==> src/rtl/seq_ones_counter.sv <==
// Iterative ones counter: popcount of an N-bit word, K bits per clock, plus a threshold compare.
// Latency: done pulses N/K cycles after an accepted start; a new start is taken in the done cycle.
// Backpressure: start is ignored while busy; din/thr are sampled only on an accepted start.
module seq_ones_counter #(
  parameter int N  = 16,
  parameter int K  = 4,
  parameter int CW = $clog2(N + 1)  // derived; leave at default
) (
  input  logic          clk,
  input  logic          rst,
  input  logic          start,
  input  logic [N-1:0]  din,
  input  logic [CW-1:0] thr,
  output logic          busy,
  output logic          done,
  output logic [CW-1:0] count,
  output logic          ge
);

  // Number of COUNT cycles, step counter width and per-step popcount width.
  localparam int STEPS = N / K;
  localparam int SW    = (STEPS > 1) ? $clog2(STEPS) : 1;
  localparam int PW    = $clog2(K + 1);

  typedef enum logic [1:0] {
    IDLE  = 2'd0,
    COUNT = 2'd1,
    DONE  = 2'd2
  } state_t;

  state_t        state_q;
  logic [N-1:0]  shift_q;
  logic [N-1:0]  shift_d;
  logic [CW-1:0] thr_q;
  logic [SW-1:0] step_q;
  logic [CW-1:0] count_q;
  logic [CW-1:0] count_d;
  logic          busy_q;
  logic          done_q;
  logic          ge_q;
  logic [PW-1:0] pop_d;
  logic          last_step;
  logic          accept;

  // Popcount of the K bits currently at the bottom of the shift register.
  always_comb begin
    pop_d = '0;
    for (int i = 0; i < K; i++) begin
      pop_d = pop_d + PW'(shift_q[i]);
    end
  end

  // Shift right by K with zero fill; with K == N the whole word is consumed in one step.
  if (K < N) begin : g_shift
    assign shift_d = {{K{1'b0}}, shift_q[N-1:K]};
  end else begin : g_noshift
    assign shift_d = '0;
  end

  // Accumulate; CW bits always hold N, and PW <= CW because K <= N.
  assign count_d   = count_q + CW'(pop_d);
  assign last_step = (step_q == SW'(STEPS - 1));
  assign accept    = start && (state_q != COUNT);

  // Control FSM with registered busy/done/count/ge.
  always_ff @(posedge clk or posedge rst) begin
    if (rst) begin
      state_q <= IDLE;
      shift_q <= '0;
      thr_q   <= '0;
      step_q  <= '0;
      count_q <= '0;
      busy_q  <= 1'b0;
      done_q  <= 1'b0;
      ge_q    <= 1'b0;
    end else begin
      unique case (state_q)
        IDLE, DONE: begin
          done_q <= 1'b0;
          if (accept) begin
            state_q <= COUNT;
            shift_q <= din;
            thr_q   <= thr;
            step_q  <= '0;
            count_q <= '0;
            ge_q    <= 1'b0;
            busy_q  <= 1'b1;
          end else begin
            // count and ge keep their final values until the next accept
            state_q <= IDLE;
            busy_q  <= 1'b0;
          end
        end
        COUNT: begin
          count_q <= count_d;
          shift_q <= shift_d;
          step_q  <= step_q + 1'b1;
          if (last_step) begin
            state_q <= DONE;
            busy_q  <= 1'b0;
            done_q  <= 1'b1;
            ge_q    <= (count_d >= thr_q);
          end
        end
        default: begin
          state_q <= IDLE;
          busy_q  <= 1'b0;
          done_q  <= 1'b0;
        end
      endcase
    end
  end

  assign busy  = busy_q;
  assign done  = done_q;
  assign count = count_q;
  assign ge    = ge_q;

endmodule

==> config.mk <==
export PLATFORM = sky130hd
export DESIGN_NAME = seq_ones_counter
export DESIGN_NICKNAME = d
export VERILOG_FILES = /design/src/rtl/seq_ones_counter.sv
export SDC_FILE = /design/constraint.sdc
export NUM_CORES = 1
export LEC_CHECK = 0
export BUFFER_PORTS_ARGS = -buffer_cell sky130_fd_sc_hd__buf_2
export CAP_MARGIN = 0
export CORE_ASPECT_RATIO = 1.5
export CORE_UTILIZATION = 54
export CTS_BUF_LIST = sky130_fd_sc_hd__clkbuf_16
export DETAILED_ROUTE_END_ITERATION = 6
export PLACE_DENSITY = 0.88
export SYNTH_ARGS = -nofsm -noshare
export SYNTH_HDL_FRONTEND = slang
export SYNTH_SLANG_ARGS = --single-unit
==> constraint.sdc <==
create_clock -name clk -period 6.1 [get_ports clk]
set_input_delay 0.61 -clock clk [delete_from_list [all_inputs] [get_ports clk]]
set_output_delay 0.61 -clock clk [all_outputs]
set_load 0.05 [all_outputs]
# Yosys cells after proc, flatten, opt, wreduce, memory -nomap -nowiden
# Cells that the tools add are included.
# totals
regBits	33
in_bits	24
output_inout_bits	8
wordCells	44
# op_classes
add_sub_neg	5
magnitude_cmp	1
n_eq_ne	6
muxes	17
reduce_logical	7
# op_table
op	n
case mux 16 bit (2 select lines)	1
two-way mux 16 bit	1
case mux 5 bit (2 select lines)	1
case mux 2 bit (2 select lines)	2
two-way mux 1 bit	7
adder 5 x 3 -> 5 bit	1
>= comparator 5 bit	1
two-way mux 5 bit	1
equality test 2 bit, second input constant	2
two-way mux 2 bit	2
inequality test 2 bit, second input constant	2
case mux 1 bit (2 select lines)	2
AND reduction 2 bit	2
adder 2 x 1 -> 3 bit	1
adder 3 x 1 -> 3 bit	1
AND reduction 3 bit	1
adder 1 x 1 -> 2 bit	1
adder 2 x 1 -> 2 bit, second input constant	1
equality test 2 x 1 -> 1 bit, second input constant	1
zero test 2 bit	1
inequality test 2 x 1 -> 1 bit, second input constant	1
nonzero test 2 bit	1
OR reduction 2 bit	1
logical AND 1 bit	1

# Longest topological paths before layout
# depth
ltp_word	7
depth_mapped	10
ltp_nobuf	10

# Worst setup path before layout
# Ideal clock, no wire load.
# synth_path
kind	reg-to-reg
from	reg count_q[0], in the netlist count[0]
to	reg ge_q, in the netlist ge
setup_ns	0.087
arrival_ns	3.093
required_ns	6.013
path_slack_ns	2.920
stages_incl_launch_ff	11
path_buffers	0
synth_period_minus_slack_ns	3.180
path_cell_list	dfrtp_1 -> fa_1 -> inv_1 -> fa_1 -> fa_1 -> nand3b_1 -> xnor2_1 -> ha_1 -> a21oi_1 -> or3_1 -> o211ai_1
# synth_between
elab_chain_len	4
# synth_lines
item	line_no	rtl
from (decl)	36	logic [CW-1:0] count_q;
from (signal assigned)	95	count_q <= count_d;
adder 5 x 3 -> 5 bit	61	assign count_d = count_q + CW'(pop_d);
>= comparator 5 bit	102	ge_q <= (count_d >= thr_q);
two-way mux 1 bit	98	if (last_step) begin
case mux 1 bit (2 select lines)	77	unique case (state_q)
to (signal assigned)	102	
to (decl)	40	logic ge_q;
# Every way passes these cells. The select of a mux whose other input is x is not followed.
# A chain may end at the register's enable or synchronous reset.

# Final worst setup path
# Same ends and word-level chain as after synthesis.

==> impl_metrics.tcl <==
set metrics [dict create \
    die_y_um 69.8 \
    grt_max_degree 33 \
    crit_cells 10 \
    holdWs_ns 0.412 \
    hold_buffers 0 \
    hold_viol 0 \
    yosys.area.top_type_share_pct 48.4 \
    wl_mm 3.43 \
    firstDrtPassIters 5 \
    sw_frac_of_total_pct 43.7 \
    num_rows 24 \
    synth_area_um2 1660 \
    ys_seq_area_share_pct 48.4 \
    clock_tree.root_cell "clkbuf_16" \
    comb_power_share_pct 51.8 \
    antenna_found_initial 0 \
    nets 212 \
    grt_setup_unrepaired "no" \
    final.period_utilization_pct 50.5 \
    power_frac_clock_pct 17.9 \
    synth.distinct_cells 34 \
    setup-violations-final 0 \
    synthFlopType "dfrtp_1" \
    r2r_end "ge" \
    synth.net_count 181 \
    start_util_pct 56.8 \
    io_pins 32 \
    vias_per_cell 5.56 \
    synth_edf_count 0 \
    port_buffers 31 \
    gp_congestion 0.794 \
    critical_path.top_delay_family "adder cells" \
    maxSlewViolCount 0 \
    r2r-start "count[0]" \
    hold_path_class "input pin to asynchronous set/reset pin" \
    cap_violations 0 \
    path_cells "fa_1 -> inv_1 -> fa_1 -> fa_1 -> nand3b_1 -> xnor2_1 -> ha_1 -> a21oi_1 -> or3_1 -> o211ai_1" \
    drc 0 \
    crit_type "register to register" \
    drtIter0Drc 33 \
    multi_input_area_um2 724 \
    vias 1196 \
    cts_tree "done" \
    cp_common_cell "fa_1" \
    synth.most_common_cell "dfrtp_1" \
    synth_common_cells "dfrtp_1, nand2_1, inv_1" \
    setup_tns_ns 0 \
    clk_path_buf_depth 2 \
    areaGrowthSynthToFinish_pct 15.6 \
    grt_usage_pct 25.1 \
    ir_worst_vdd_v 0.000349 \
    fp.coreArea_um2 2910 \
    cts_setup_buffers 0 \
    critPathSlowestCell "fa_1" \
    worst_path_largest_cell_delay_ns 0.55 \
    seqCellArea_um2 801 \
    cp_max_fo 3 \
    startpoint_type "register" \
    worst_pin_slew_ns 0.748 \
    endpoint_kind "register" \
    p_seq_share_pct 30.3 \
    async_flop_share_pct 100 \
    min_period_ns 3.08 \
    clk_latency_ns 0.27 \
    cts_sinks 32 \
    fin_worst_skew_ns 0.00587 \
    powerDensity_nw_per_um2 642 \
    gr-total-overflow 0 \
    cts_resized 0 \
    r2r_cells 10 \
    r2r_setup_slack_ns 3.02 \
    wl_per_cell_um 16.0 \
    dp_hpwl_mm 2.34 \
    max_freq_mhz 325 \
    die_w_um 47.2 \
    status "finished, final reports clean" \
    cts_made_buffers 5 \
    yosysWarnings 0 \
    cts.htree.levels 2 \
    num_antenna_cells 0 \
    detail-route-antenna-nets 0 \
    required_ns 6.29 \
    fp.dieArea_um2 3300 \
    crit_buf_inv 1 \
    syn_area_per_cell_um2 11.3 \
    final_layout_size_suffix_gt1_share_pct 29.0 \
    synthTopCellsByArea "dfrtp_1, a22oi_2, ha_1, nand2_1, fa_1" \
    num-fill-cells 223 \
    maxSlewHeadroom_pct 50.1 \
    p_leak_nw 0.949 \
    yosys_register_bits 32 \
    arrival_ns 3.27 \
    grt_pass1_wl_mm 5.69 \
    grt_pass1_vias 1329 \
    clkTransAtPathRegs_ns 0.05 \
    p_int_w 0.000692 \
    power.switching_w 0.000536 \
    synth_largest_area_cell "dfrtp_1" \
    synthCells 147 \
]
## worst max-delay path by stage
stage / startpoint / slack (ns) / end
2_1_floorplan: count[0] / 2.92 / ge
3_3_place_gp: count[0] / 3.15 / ge
3_5_place_dp: count[0] / 3.06 / ge
4_1_cts: count[0] / 3.02 / ge
5_1_grt: count[0] / 2.88 / ge
6_report: count[0] / 3.02 / ge
## layout by cell type, fill, tap and decap left out, types with 2 or more instances in the layout
master | Yosys | layout
a22o_1 | 6 | 6
a22oi_1 | 3 | 3
a22oi_2 | 9 | 9
a31oi_1 | 2 | 2
buf_2 | 1 | 31
buf_4 | 3 | 2
clkbuf_16 | 0 | 5
dfrtp_1 | 32 | 32
fa_1 | 3 | 3
ha_1 | 7 | 7
inv_1 | 12 | 12
nand2_1 | 20 | 20
nand2b_1 | 3 | 3
nand3_1 | 11 | 11
o211ai_1 | 2 | 2
o21ai_1 | 8 | 8
xnor2_1 | 3 | 3
## layer usage
layer	vias up	wire, um	GRT usage [%]
li1	570	-	-
met1	577	1310	28.1
met2	39	1880	41.4
met3	10	156	6.77
met4	0	97	12.4
met5	-	0	0
## state kept, by name, summed over array words and instances (netlist names)
signal / count
state_q: 1
count: 5
busy: 1
done: 1
shift_q: 16
ge: 1
step_q: 2
thr_q: 5
## power groups by stage
stage / Clock [W] / Sequential (W) / Combinational (W)
5_1_grt: 0.000231 / 0.000382 / 0.000698
6_report: 0.000220 / 0.000372 / 0.000636
3_3_place_gp: 0 / 0.000367 / 0.000583
3_5_place_dp: 0 / 0.000375 / 0.000621
4_1_cts: 0.000223 / 0.000372 / 0.000641
2_1_floorplan: 0 / 0.000429 / 0.000454
## cell families after synthesis
| kind of cell | share of synthesized area (%) |
|---|---|
| multiplexers | 0.605 |
| flip-flops | 48.4 |
| XOR/XNOR | 1.59 |
| buffers and inverters | 8.01 |
| AO/OA/AOI/OAI | 19.8 |
| adder cells (fa/ha/maj) | 8.92 |
| AND/OR/NAND/NOR | 12.7 |
## area by class of cell
class	count	area share, %
Clock buffer	5	6.54
Inverter	12	2.35
Multi-Input combinational cell	94	37.8
Sequential cell	32	41.8
Tap cell	39	2.55
Timing Repair Buffer	33	8.89
## stage by stage
step	power (W)	worst slack [ns]	utilization (%)	area, um2	cells
after floorplan	0.000884	2.92	-	1660	147
after global placement	0.000950	3.15	61.4	1790	210
after detailed placement	0.000996	3.06	61.4	1790	210
after CTS	0.00124	3.02	65.7	1910	215
final	0.00123	3.02	65.7	1910	215
after global routing	0.00131	2.88	65.7	1910	215
## tightest hold or removal path, delay by kind of cell
family	cells	cell delay, ns
buf+inv	3	0.48
Note: power is estimated with default switching activity, not from simulation.
